File: config.mk
export PLATFORM = sky130hd
export DESIGN_NAME = branch_resolve_unit
export DESIGN_NICKNAME = d
export VERILOG_FILES = /design/src/rtl/rv32i_types.sv /design/src/rtl/bru_cond_eval.sv /design/src/rtl/branch_resolve_unit.sv
export SDC_FILE = /design/constraint.sdc
export NUM_CORES = 1
export LEC_CHECK = 0
export CAP_MARGIN = 20
export CELL_PAD_IN_SITES_DETAIL_PLACEMENT = 1
export CELL_PAD_IN_SITES_GLOBAL_PLACEMENT = 2
export CORE_UTILIZATION = 23
export DETAILED_ROUTE_END_ITERATION = 10
export HOLD_SLACK_MARGIN = 0.03
export PLACE_DENSITY = 0.85
export SLEW_MARGIN = 20
export SYNTH_ARGS = -nofsm -noshare
export SYNTH_HDL_FRONTEND = slang
export SYNTH_SLANG_ARGS = --single-unit
File: constraint.sdc
create_clock -name clk -period 4.2 [get_ports clk]
set_input_delay 1.26 -clock clk [delete_from_list [all_inputs] [get_ports clk]]
set_output_delay 1.26 -clock clk [all_outputs]
set_load 0.05 [all_outputs]
File: src/rtl/rv32i_types.sv
// Shared RV32I datapath types: branch condition codes and the branch-resolve
// pipeline entry layout.
package rv32i_types;

   typedef enum logic [2:0] {
      F3_BEQ  = 3'b000,
      F3_BNE  = 3'b001,
      F3_BLT  = 3'b100,
      F3_BGE  = 3'b101,
      F3_BLTU = 3'b110,
      F3_BGEU = 3'b111
   } branch_funct3_t;

   // funct3 codes with no branch meaning; flagged rather than evaluated
   localparam logic [2:0] F3_ILL_A = 3'b010;
   localparam logic [2:0] F3_ILL_B = 3'b011;

   localparam int BRU_DEFAULT_WIDTH = 32;

   typedef struct packed {
      logic                         taken;
      logic                         mispredict;
      logic                         illegal;
      logic [BRU_DEFAULT_WIDTH-1:0] redirect;
   } bru_entry_t;

endpackage

File: src/rtl/bru_cond_eval.sv
// Combinational branch condition evaluator: funct3 plus operands to taken and
// an illegal-code flag.
module bru_cond_eval
   import rv32i_types::*;
#(
   parameter int WIDTH = 32
) (
   input  branch_funct3_t   cmpop,
   input  logic [WIDTH-1:0] a,
   input  logic [WIDTH-1:0] b,
   output logic             taken,
   output logic             illegal
);

   logic [2:0] op;
   assign op = cmpop;

   always_comb begin
      taken   = 1'b0;
      illegal = 1'b0;
      case (op)
         F3_BEQ:             taken = (a == b);
         F3_BNE:             taken = (a != b);
         F3_BLT:             taken = ($signed(a) < $signed(b));
         F3_BGE:             taken = ($signed(a) >= $signed(b));
         F3_BLTU:            taken = (a < b);
         F3_BGEU:            taken = (a >= b);
         F3_ILL_A, F3_ILL_B: illegal = 1'b1;
         default:            illegal = 1'b1;
      endcase
   end

endmodule

File: src/rtl/branch_resolve_unit.sv
// Pipelined branch resolution: evaluates the condition, checks the prediction,
// produces the redirect PC through an elastic 1- or 2-entry pipeline.
module branch_resolve_unit
   import rv32i_types::*;
#(
   parameter int WIDTH       = 32,
   parameter int STAGES      = 1,
   parameter int INSTR_BYTES = 4,
   parameter int CNT_WIDTH   = 16
) (
   input  logic                 clk,
   input  logic                 rst_n,
   input  logic                 in_valid,
   output logic                 in_ready,
   input  branch_funct3_t       cmpop,
   input  logic [WIDTH-1:0]     a,
   input  logic [WIDTH-1:0]     b,
   input  logic [WIDTH-1:0]     pc,
   input  logic [WIDTH-1:0]     target,
   input  logic                 pred_taken,
   input  logic                 flush,
   output logic                 out_valid,
   input  logic                 out_ready,
   output logic                 out_taken,
   output logic                 out_mispredict,
   output logic [WIDTH-1:0]     out_redirect_pc,
   output logic                 out_illegal,
   output logic [CNT_WIDTH-1:0] branch_count,
   output logic [CNT_WIDTH-1:0] mispredict_count
);

   // Same layout as bru_entry_t, but sized by WIDTH
   typedef struct packed {
      logic             taken;
      logic             mispredict;
      logic             illegal;
      logic [WIDTH-1:0] redirect;
   } entry_t;

   logic   ev_taken;
   logic   ev_illegal;
   entry_t ev_entry;

   bru_cond_eval #(.WIDTH(WIDTH)) u_cond_eval (
      .cmpop   (cmpop),
      .a       (a),
      .b       (b),
      .taken   (ev_taken),
      .illegal (ev_illegal)
   );

   always_comb begin
      ev_entry.taken      = ev_taken;
      ev_entry.mispredict = ev_taken ^ pred_taken;
      ev_entry.illegal    = ev_illegal;
      ev_entry.redirect   = ev_taken ? target : pc + WIDTH'(INSTR_BYTES);
   end

   logic   s1_valid;
   entry_t s1_data;
   logic   s1_adv;
   logic   last_valid;
   entry_t last_data;
   logic   last_adv;
   logic   accept;

   assign last_adv = last_valid && out_ready;
   assign in_ready = rst_n && !flush && (!s1_valid || s1_adv);
   assign accept   = in_valid && in_ready;

   always_ff @(posedge clk) begin
      if (!rst_n) begin
         s1_valid <= 1'b0;
         s1_data  <= '0;
      end else begin
         if (flush)       s1_valid <= 1'b0;
         else if (accept) s1_valid <= 1'b1;
         else if (s1_adv) s1_valid <= 1'b0;
         if (accept) s1_data <= ev_entry;
      end
   end

   if (STAGES == 2) begin : g_two_stage
      logic   s2_valid;
      entry_t s2_data;

      // Stage 1 moves on when stage 2 is empty or draining this cycle
      assign s1_adv = s1_valid && (!s2_valid || last_adv);

      always_ff @(posedge clk) begin
         if (!rst_n) begin
            s2_valid <= 1'b0;
            s2_data  <= '0;
         end else begin
            if (flush)         s2_valid <= 1'b0;
            else if (s1_adv)   s2_valid <= 1'b1;
            else if (last_adv) s2_valid <= 1'b0;
            if (s1_adv) s2_data <= s1_data;
         end
      end

      assign last_valid = s2_valid;
      assign last_data  = s2_data;
   end else begin : g_one_stage
      if (STAGES != 1) begin : g_bad_stages
         $error("branch_resolve_unit: STAGES must be 1 or 2");
      end
      assign s1_adv     = last_adv;
      assign last_valid = s1_valid;
      assign last_data  = s1_data;
   end

   assign out_valid       = last_valid;
   assign out_taken       = last_data.taken;
   assign out_mispredict  = last_data.mispredict;
   assign out_illegal     = last_data.illegal;
   assign out_redirect_pc = last_data.redirect;

   // Illegal entries report a mispredict but are excluded from its statistic
   always_ff @(posedge clk) begin
      if (!rst_n) begin
         branch_count     <= '0;
         mispredict_count <= '0;
      end else if (last_adv) begin
         if (branch_count != '1)
            branch_count <= branch_count + CNT_WIDTH'(1);
         if (last_data.mispredict && !last_data.illegal && mispredict_count != '1)
            mispredict_count <= mispredict_count + CNT_WIDTH'(1);
      end
   end

endmodule

After elaboration in Yosys (flattened, before gate mapping)
Index checks and enable logic that the tools add are counted.
{"block": "totals", "register_bits": 68, "input_bits": 137, "out_inout_bits": 69, "wordCells": 48}
{"block": "classes", "n_addsub": 3, "magnitude_cmp": 4, "eq_ne": 11, "muxes": 5, "n_bitwise": 2, "n_reduce_logical": 16}
{"operator": "32-bit >= comparator", "n": 2}
{"operator": "32-bit < comparator", "n": 2}
{"operator": "16-bit by 1-bit adder with 16-bit output (second input constant)", "n": 2}
{"operator": "32-bit by 3-bit adder with 32-bit output (second input constant)", "n": 1}
{"operator": "32-bit == test", "n": 1}
{"operator": "32-bit 2-to-1 mux", "n": 1}
{"operator": "16-bit != test (second input constant)", "n": 2}
{"operator": "32-bit != test", "n": 1}
{"operator": "3-bit == test (second input constant)", "n": 4}
{"operator": "3-bit by 2-bit == test with 1-bit output (second input constant)", "n": 2}
{"operator": "1-bit logical AND", "n": 6}
{"operator": "1-bit one-hot mux with 6 select lines", "n": 1}
{"operator": "2-bit AND reduction", "n": 2}
{"operator": "2-bit OR reduction", "n": 2}
{"operator": "3-bit by 1-bit == test with 1-bit output (second input constant)", "n": 1}
{"operator": "1-bit zero test", "n": 3}
{"operator": "3-bit zero test", "n": 1}
{"operator": "1-bit 2-to-1 mux", "n": 3}
{"operator": "2-bit nonzero test", "n": 1}
{"operator": "1-bit logical OR", "n": 1}
{"operator": "1-bit inverter", "n": 1}
{"operator": "1-bit bitwise XOR", "n": 1}

Longest topological paths before layout
Gate-level depths: netlist of the first run.
{"block": "depth", "depth_word": 5, "depth_mapped": 11}

Hierarchy
Synthesis of the first run repeated with hierarchy kept, for this count alone.
{"block": "hier_totals", "cells_unflattened": 564, "hier_area_um2": 4549.4}
{"module": "branch_resolve_unit", "instances": 1, "cells_per_inst": 435, "area_per_inst_um2": 3619.7, "seq_area_each_um2": 1361.3}
{"module": "bru_cond_eval", "instances": 1, "cells_per_inst": 129, "area_per_inst_um2": 929.6, "seq_area_each_um2": 0.0}

Worst setup path before layout of the first run
Ideal clock, no wire load.
{"block": "synth_timing", "path_kind": "input-to-reg", "startpoint": "in b[31]", "endpoint": "reg s1_data, in the netlist out_redirect_pc[16]", "setup_ns": 0.123, "arrival_ns": 3.313, "slack_ns": 0.764, "path_stages": 10, "n_path_buf": 2, "path_cell_list": "inv_1 > ha_1 > nand4_4 > nor4_4 > nand3_1 > o221a_2 > buf_4 > buf_2 > o41ai_1 > o21ai_1"}
{"block": "synth_between", "elab_chain_len": 3}
{"element": "start: declaration", "line_no": "branch_resolve_unit.sv:17", "source": "input logic [WIDTH-1:0] b,"}
{"element": "32-bit >= comparator, or another cell as far along", "line_no": "bru_cond_eval.sv:27", "source": "F3_BGEU: taken = (a >= b);"}
{"element": "1-bit one-hot mux with 6 select lines (*)", "line_no": "bru_cond_eval.sv:21", "source": "case (op)"}
{"element": "32-bit 2-to-1 mux (*)", "line_no": "branch_resolve_unit.sv:56", "source": "ev_entry.redirect = ev_taken ? target : pc + WIDTH'(INSTR_BYTES);"}
{"element": "end signal: assignment", "line_no": "branch_resolve_unit.sv:79", "source": "if (accept) s1_data <= ev_entry;"}
{"element": "end: declaration", "line_no": "branch_resolve_unit.sv:60", "source": "entry_t s1_data;"}
Every way passes the cells marked *; elsewhere a longest branch is shown, timed or not.
A chain may end at the register's enable or synchronous reset.

Final worst setup path of the first run
{"block": "layout_timing", "startpoint": "in b[29]", "endpoint": "reg s1_data, in the netlist out_redirect_pc[10]"}
The elaborated chain is that of the path after synthesis.

==> results of run 1 <==
-- cells by family (layout without fill, tap and decap cells) --
logic type                 Yosys count  after routing
and+or+nand+nor                    206            207
muxes                                2              2
xor gates and xnor gates            53             53
buffers and inverters               72            285
AOI/OAI and AO/OA                  132            132
DFF                                 68             68
adders and majority gates           35             35
other                                0              1
-- flip-flops by register name, summed over array words and instances, names as in the netlist --
| register | flops |
|---|---|
| out_mispredict | 1 |
| out_illegal | 1 |
| branch_count | 16 |
| out_taken | 1 |
| mispredict_count | 16 |
| out_valid | 1 |
| out_redirect_pc | 32 |
-- report_power, final --
| part | switching [mW] | total [mW] | internal [mW] |
|---|---|---|---|
| clock | 0.302 | 0.795 | 0.493 |
| sequential | 0.0160 | 0.687 | 0.671 |
| combinational | 0.299 | 0.566 | 0.266 |
| total | 0.617 | 2.05 | 1.43 |
-- final cells by class --
| cell class | count | area (µm²) |
|---|---|---|
| Sequential cell | 68 | 1360 |
| Clock buffer | 11 | 253 |
| Tap cell | 265 | 332 |
| Clock inverter | 5 | 58.8 |
| Multi-Input combinational cell | 429 | 3070 |
| Fill cell | 2296 | 12200 |
| Inverter | 38 | 143 |
| Antenna cell | 1 | 2.50 |
| Timing Repair Buffer | 231 | 2300 |
-- synth_stat cells, drive strengths merged (3+ instances only) --
library cell  count  share of area (%)
or3               6               0.80
a311oi            5               0.94
inv              38                3.0
o31ai             5               0.80
o41ai            18                3.4
dfxtp            68                 29
nor2             16                1.3
or4               5               0.80
clkbuf           22                1.8
a31oi            24                3.3
o21a              3               0.48
o21ai            33                3.5
xor2             19                3.6
a21oi            16                1.7
a21boi            5               0.80
nand4            24                3.5
xnor2            34                6.4
nand2            34                2.7
nand3            43                4.6
a311o             5                1.1
nor4              5               0.99
nor2b             7               0.94
nand2b            4               0.53
nor3              9                1.2
buf              12                1.5
and3             15                2.0
and2             25                3.3
and4              7                1.3
o311ai            4               0.75
ha               35                9.4
a21o              3               0.48
-- final timing paths --
| check | endpoint | slack (ns) | cells after the start |
|---|---|---|---|
| max | out_redirect_pc[10]$_SDFFE_PN0P_ | 0.19 | 13 |
| min | out_redirect_pc[15]$_SDFFE_PN0P_ | 0.47 | 2 |
| max reg2reg | branch_count[12]$_SDFFE_PN0P_ | 1.95 | 7 |
| min reg2reg | out_redirect_pc[15]$_SDFFE_PN0P_ | 0.47 | 2 |
-- through the flow --
stage	hold WS (ns)	setup WS, ns	cell area (µm²)
2_1_floorplan	0.679	0.764	4680
3_3_place_gp	0.453	-0.252	7170
3_5_place_dp	0.464	-0.308	7170
4_1_cts	0.472	0.0536	7480
5_1_grt	0.482	0.0219	7520
6_report	0.467	0.194	7520
-- layer usage --
layer,wire (µm),global-route usage [%],part of all wire (%)
met5,0,0,0
met4,277,4.88,1.6
met3,714,3.46,4.0
met2,8640,28.6,49
met1,8140,21.7,46
-- worst max-delay path, delay by kind of cell --
kind	cells	cell delay [ns]
AND/OR/NAND/NOR	3	0.61
buffers and inverters	5	1.06
AO/OA/AOI/OAI	4	1.00
adder cells (fa/ha/maj)	1	0.29
==> run metrics, run 1 <==
run status=complete, no violations; total clock sinks=68; required time at the worst-slack endpoint=4.42 ns; area share of xor/xnor cells in the synthesized design=9.91%; startpoint of the worst register-to-register path=branch_count[7]$_SDFFE_PN0P_; syn_area_per_cell=8.24 µm²; post-synthesis net count=between 700 and 800; area share of fa/ha/maj cells after synthesis=9.35%; worst max-slew margin expressed relative to the limit=48.6%; maximum net fanout on the critical path=18; Die Outline Area=20900 µm²; most common library cell in the layout ignoring fill and taps=sky130_fd_sc_hd__clkdlybuf4s50_1; vias in the first global route=4981; routed length per placed instance=17.0 µm; max cap viols=0; number of rows in the core area=51; time the final worst path needs with I/O delays and setup=4.01 ns; first-iteration detailed-routing DRC count=231; most used cell along the critical path=sky130_fd_sc_hd__buf_4; CP startpoint kind=input port; post-CTS setup buffer count=0; start point of the critical path=b[29]; Final Hold Vio Count=0; sum of negative setup slack=0 ns; total of flip-flops plus latches after synthesis=68; CP max-delay cell=sky130_fd_sc_hd__clkdlybuf4s50_1; signed area change from the synthesized netlist to the final layout=60.6%; cells after synthesis=roughly 570; Initial DRT Pass Iterations=6; width of the die=145 µm; highest ir drop seen on vdd=0.185 mV; share of cells above drive strength 1=roughly 7.3%; Synth warnings=0; routed vias=5106; post-synthesis cell type count=55; wire length of the first global-routing pass=26700 µm; kind of end point of the critical path=register; post-layout util=38.1%; complex-gate fraction of the synthesized area=19.7%; post-synthesis mux area share=0.428%; Slew @ Worst Pin=0.768 ns; PnR Total Power=2.05 mW; async set-or-reset flop fraction in the synthesized netlist=0%; Cell Pwr Density=272 nW/µm²; count of port buffers added during placement=just over 200; post-route fraction of the period consumed by the critical path=95.4%; leakage power=roughly 2.9 nW; GR Util All Layers=17.0%; antenna violations before repair=1; total length of routed wires=approximately 18000 µm; critical setup path kind=input port to register; CP arrival=around 4.2 ns; delay of the slowest cell on the worst path=0.46 ns; Final Skew=0.00808 ns; main combinational cell family by area after synthesis=simple AND/OR/NAND/NOR gates; remaining design rule violation count=0; buffer depth of the longest clock path=2; cts hold-fix bufs=0; TritonCTS clock tree=done; setup repair after global routing missed its margin=false; worst min-delay path startpoint=out_redirect_pc[15]$_SDFFE_PN0P_; max-slew violation total from the final report=0; half-perimeter wire length of the detailed placement result=14000 µm; cts repair resizes=0; Post-layout nets=between 900 and 1000; total setup violations reported at the end of the flow=0; Core Region=19700 µm²; Clk pin slew, worst setup/hold paths=0.06 ns; total clock buffers created by CTS=9; Worst-Skew Late Latency=around 0.34 ns; vias per cell=4.87; worst path cell trace=clkdlybuf4s50_1 > inv_1 > ha_1 > buf_4 > nand4_4 > nor4_4 > o311a_1 > nor3_4 > buf_4 > o21a_1 > buf_4 > a31oi_1 > o21ai_0; share of the yosys chip area belonging to registers=between 20% and 30%; post-layout instance count excluding filler cells=1048; number of antenna-violating nets in the routed design=0; number of top-level design ports=between 200 and 250; CTS root buffer=sky130_fd_sc_hd__clkbuf_16; Netlist Area Pre-Place=4680 µm²; achievable clock frequency=250 MHz; number of flops mapped to enable cells by yosys=0; final estimated routing congestion in global placement=0.764; Min-Delay Path Class=register to register; maximum level of the CTS H-tree=3; fraction of the mapped netlist area in simple logic gates=25.2%; leading cell types in the layout, fill and taps excluded=sky130_fd_sc_hd__clkdlybuf4s50_1, sky130_fd_sc_hd__dfxtp_1, sky130_fd_sc_hd__nand3_1, sky130_fd_sc_hd__inv_1, sky130_fd_sc_hd__ha_1; vertical extent of the die=between 100 and 150 µm; starting density of the core=a little under a quarter; grt total ovfl=0; cell count after placement=1030; Post-synth top flop=sky130_fd_sc_hd__dfxtp_1; pin count of the biggest net entering global routing=68
No activity file was read; power rests on OpenSTA's default activity.
==> run 2, diff against run 1 <==
SETUP_SLACK_MARGIN = 0.1   (was unset)
==> run metrics, run 2 (same netlist as run 1, synthesis figures left out) <==
run status=complete, no violations; share of cells above drive strength 1=7.91% (+0.62 points); grt total ovfl=0 (unchanged); buffer depth of the longest clock path=2 (unchanged); multi-input logic area=3080 µm² (+0.53%); highest ir drop seen on vdd=0.184 mV (-0.47%); number of top-level design ports=206 (unchanged); most common library cell in the layout ignoring fill and taps=sky130_fd_sc_hd__clkdlybuf4s50_1; remaining design rule violation count=0 (unchanged); Slew @ Worst Pin=0.861 ns (+0.0927 ns); PnR Total Power=2.05 mW (about the same); leakage power=2.87 nW (+0.44%); count of port buffers added during placement=205 (unchanged); placed cell area=7170 µm² (unchanged); total length of routed wires=17900 µm (+0.79%); Min-Delay Path Class=register to register; startpoint of the worst register-to-register path=branch_count[7]$_SDFFE_PN0P_; Clk pin slew, worst setup/hold paths=0.06 ns (about the same); required time at the worst-slack endpoint=4.41 ns (about the same); max-slew violation total from the final report=0 (unchanged); worst setup slack for register-to-register paths=1.95 ns (about the same); Die Outline Area=20900 µm² (unchanged); setup repair after global routing missed its margin=false; vertical extent of the die=145 µm (unchanged); pre-CTS setup slack=-0.308 ns (unchanged); routed vias=5109 (+0.059%); Cell Pwr Density=271 nW/µm² (-0.35%); number of fill cells=2295 (-0.044%); wire length of the first global-routing pass=27100 µm (+1.4%); register area=1360 µm² (unchanged); half-perimeter wire length of the detailed placement result=14000 µm (unchanged); post-route standard cell area excluding fillers=7550 µm² (+0.42%); number of rows in the core area=51 (unchanged); total clock buffers created by CTS=9 (unchanged); CTS root buffer=sky130_fd_sc_hd__clkbuf_16; final estimated routing congestion in global placement=0.764 (unchanged); vias in the first global route=4993 (+0.24%); post-route fraction of the period consumed by the critical path=94.6% (-0.74 points); kind of end point of the critical path=register; first-iteration detailed-routing DRC count=241 (+4.3%); Final Skew=0.00832 ns (+0.000243 ns); min setup slack post-route=0.225 ns (+0.0311 ns); hold path depth=2 (unchanged); width of the die=145 µm (unchanged); achievable clock frequency=252 MHz (+0.78%); time the final worst path needs with I/O delays and setup=3.97 ns (-0.0311 ns); routed length per placed instance=17.1 µm (+0.60%); length in cells of the worst reg-to-reg path=6 (-1); hold-critical path endpoint=out_redirect_pc[15]$_SDFFE_PN0P_; starting density of the core=23.7% (unchanged); Worst-Skew Late Latency=0.34 ns (about the same); max cap viols=0 (unchanged); CP arrival=4.19 ns (-0.03 ns); flip-flop count of the largest register, all copies and words added=32 (unchanged); cts hold-fix bufs=0 (unchanged); Post-layout nets=951 (+0.21%); worst min-delay path startpoint=out_redirect_pc[15]$_SDFFE_PN0P_; Final Hold Vio Count=0 (unchanged); pin count of the biggest net entering global routing=68 (unchanged); worst max-slew margin expressed relative to the limit=42.4% (-6.2 points); critical setup path kind=input port to register; end of the worst register-to-register path=branch_count[11]$_SDFFE_PN0P_; leading cell types in the layout, fill and taps excluded=sky130_fd_sc_hd__clkdlybuf4s50_1, sky130_fd_sc_hd__dfxtp_1, sky130_fd_sc_hd__nand3_1, sky130_fd_sc_hd__inv_1, sky130_fd_sc_hd__ha_1; maximum level of the CTS H-tree=3 (unchanged); number of antenna-violating nets in the routed design=0 (unchanged); total clock sinks=68 (unchanged); antenna violations before repair=1 (unchanged); Core Region=19700 µm² (unchanged); TritonCTS clock tree=done; CP startpoint kind=input port; total setup violations reported at the end of the flow=0 (unchanged); GR Util All Layers=17.3% (+0.33 points); signed area change from the synthesized netlist to the final layout=61.2%; Initial DRT Pass Iterations=4 (-2); maximum net fanout on the critical path=22 (+4); vias per cell=4.87 (-0.13%)
==> run 2: critical path: stages <==
cell and delay [ns]:
sky130_fd_sc_hd__clkdlybuf4s50_1 0.46, sky130_fd_sc_hd__inv_1 0.04, sky130_fd_sc_hd__ha_1 0.30, sky130_fd_sc_hd__a21oi_1 0.13, sky130_fd_sc_hd__o21ai_0 0.14, sky130_fd_sc_hd__o311a_1 0.49, sky130_fd_sc_hd__buf_4 0.19, sky130_fd_sc_hd__or3b_2 0.58
sky130_fd_sc_hd__buf_12 0.21, sky130_fd_sc_hd__a31oi_1 0.25, sky130_fd_sc_hd__o21ai_0 0.13
==> run 2: power breakdown <==
group	leakage (nW)	switching, mW	total [mW]	internal [mW]
combinational	2.16	0.302	0.571	0.268
clock	0.148	0.298	0.791	0.493
sequential	0.553	0.0160	0.687	0.671
==> run 2: final cells by class <==
cell class	count	share of cell area [%]
timing repair buffer	233	30.7
sequential	68	18.0
multi-input combinational	429	40.8
tap	265	4.39
antenna	1	0.0332
inverter	38	1.89
clock buffer	11	3.35
clock inverter	5	0.779
==> run 2: worst max-delay path by stage <==
stage	slack [ns]	cells past startpoint	from	end
after floorplan	0.76	10	b[31]	out_redirect_pc[16]$_SDFFE_PN0P_
after detailed placement	-0.31	11	b[7]	out_redirect_pc[24]$_SDFFE_PN0P_
after CTS	0.06	12	b[7]	out_redirect_pc[31]$_SDFFE_PN0P_
after global placement	-0.25	11	b[7]	out_redirect_pc[24]$_SDFFE_PN0P_
after global routing	0.08	12	b[7]	out_redirect_pc[10]$_SDFFE_PN0P_
final	0.23	11	b[19]	out_redirect_pc[10]$_SDFFE_PN0P_
==> run 2: timing repair <==
item,in CTS,in global routing
endpoints found under the setup margin,5,31
setup buffers,0,2
gates cloned,1,0
pin swaps,0,2
gates resized for setup,0,5
==> run 2: per-layer routing <==
layer  vias to the layer above  track usage [%]  part of all wire (%)
li1                       2527                -                     -
met1                      2432             22.2                    45
met2                       132             29.3                    49
met3                        18             3.46                   4.1
met4                         0             4.88                   1.6
met5                         -                0                     0
==> run 2: through the flow <==
step | TNS [ns] | instances | util, % | hold slack, ns
floorplan | 0 | 568 | - | 0.679
global placement | -2.64 | 1030 | 36.4 | 0.453
detailed placement | -3.77 | 1030 | 36.4 | 0.464
CTS | 0 | 1047 | 38.0 | 0.472
global route | 0 | 1050 | 38.3 | 0.482
finish | 0 | 1050 | 38.3 | 0.467
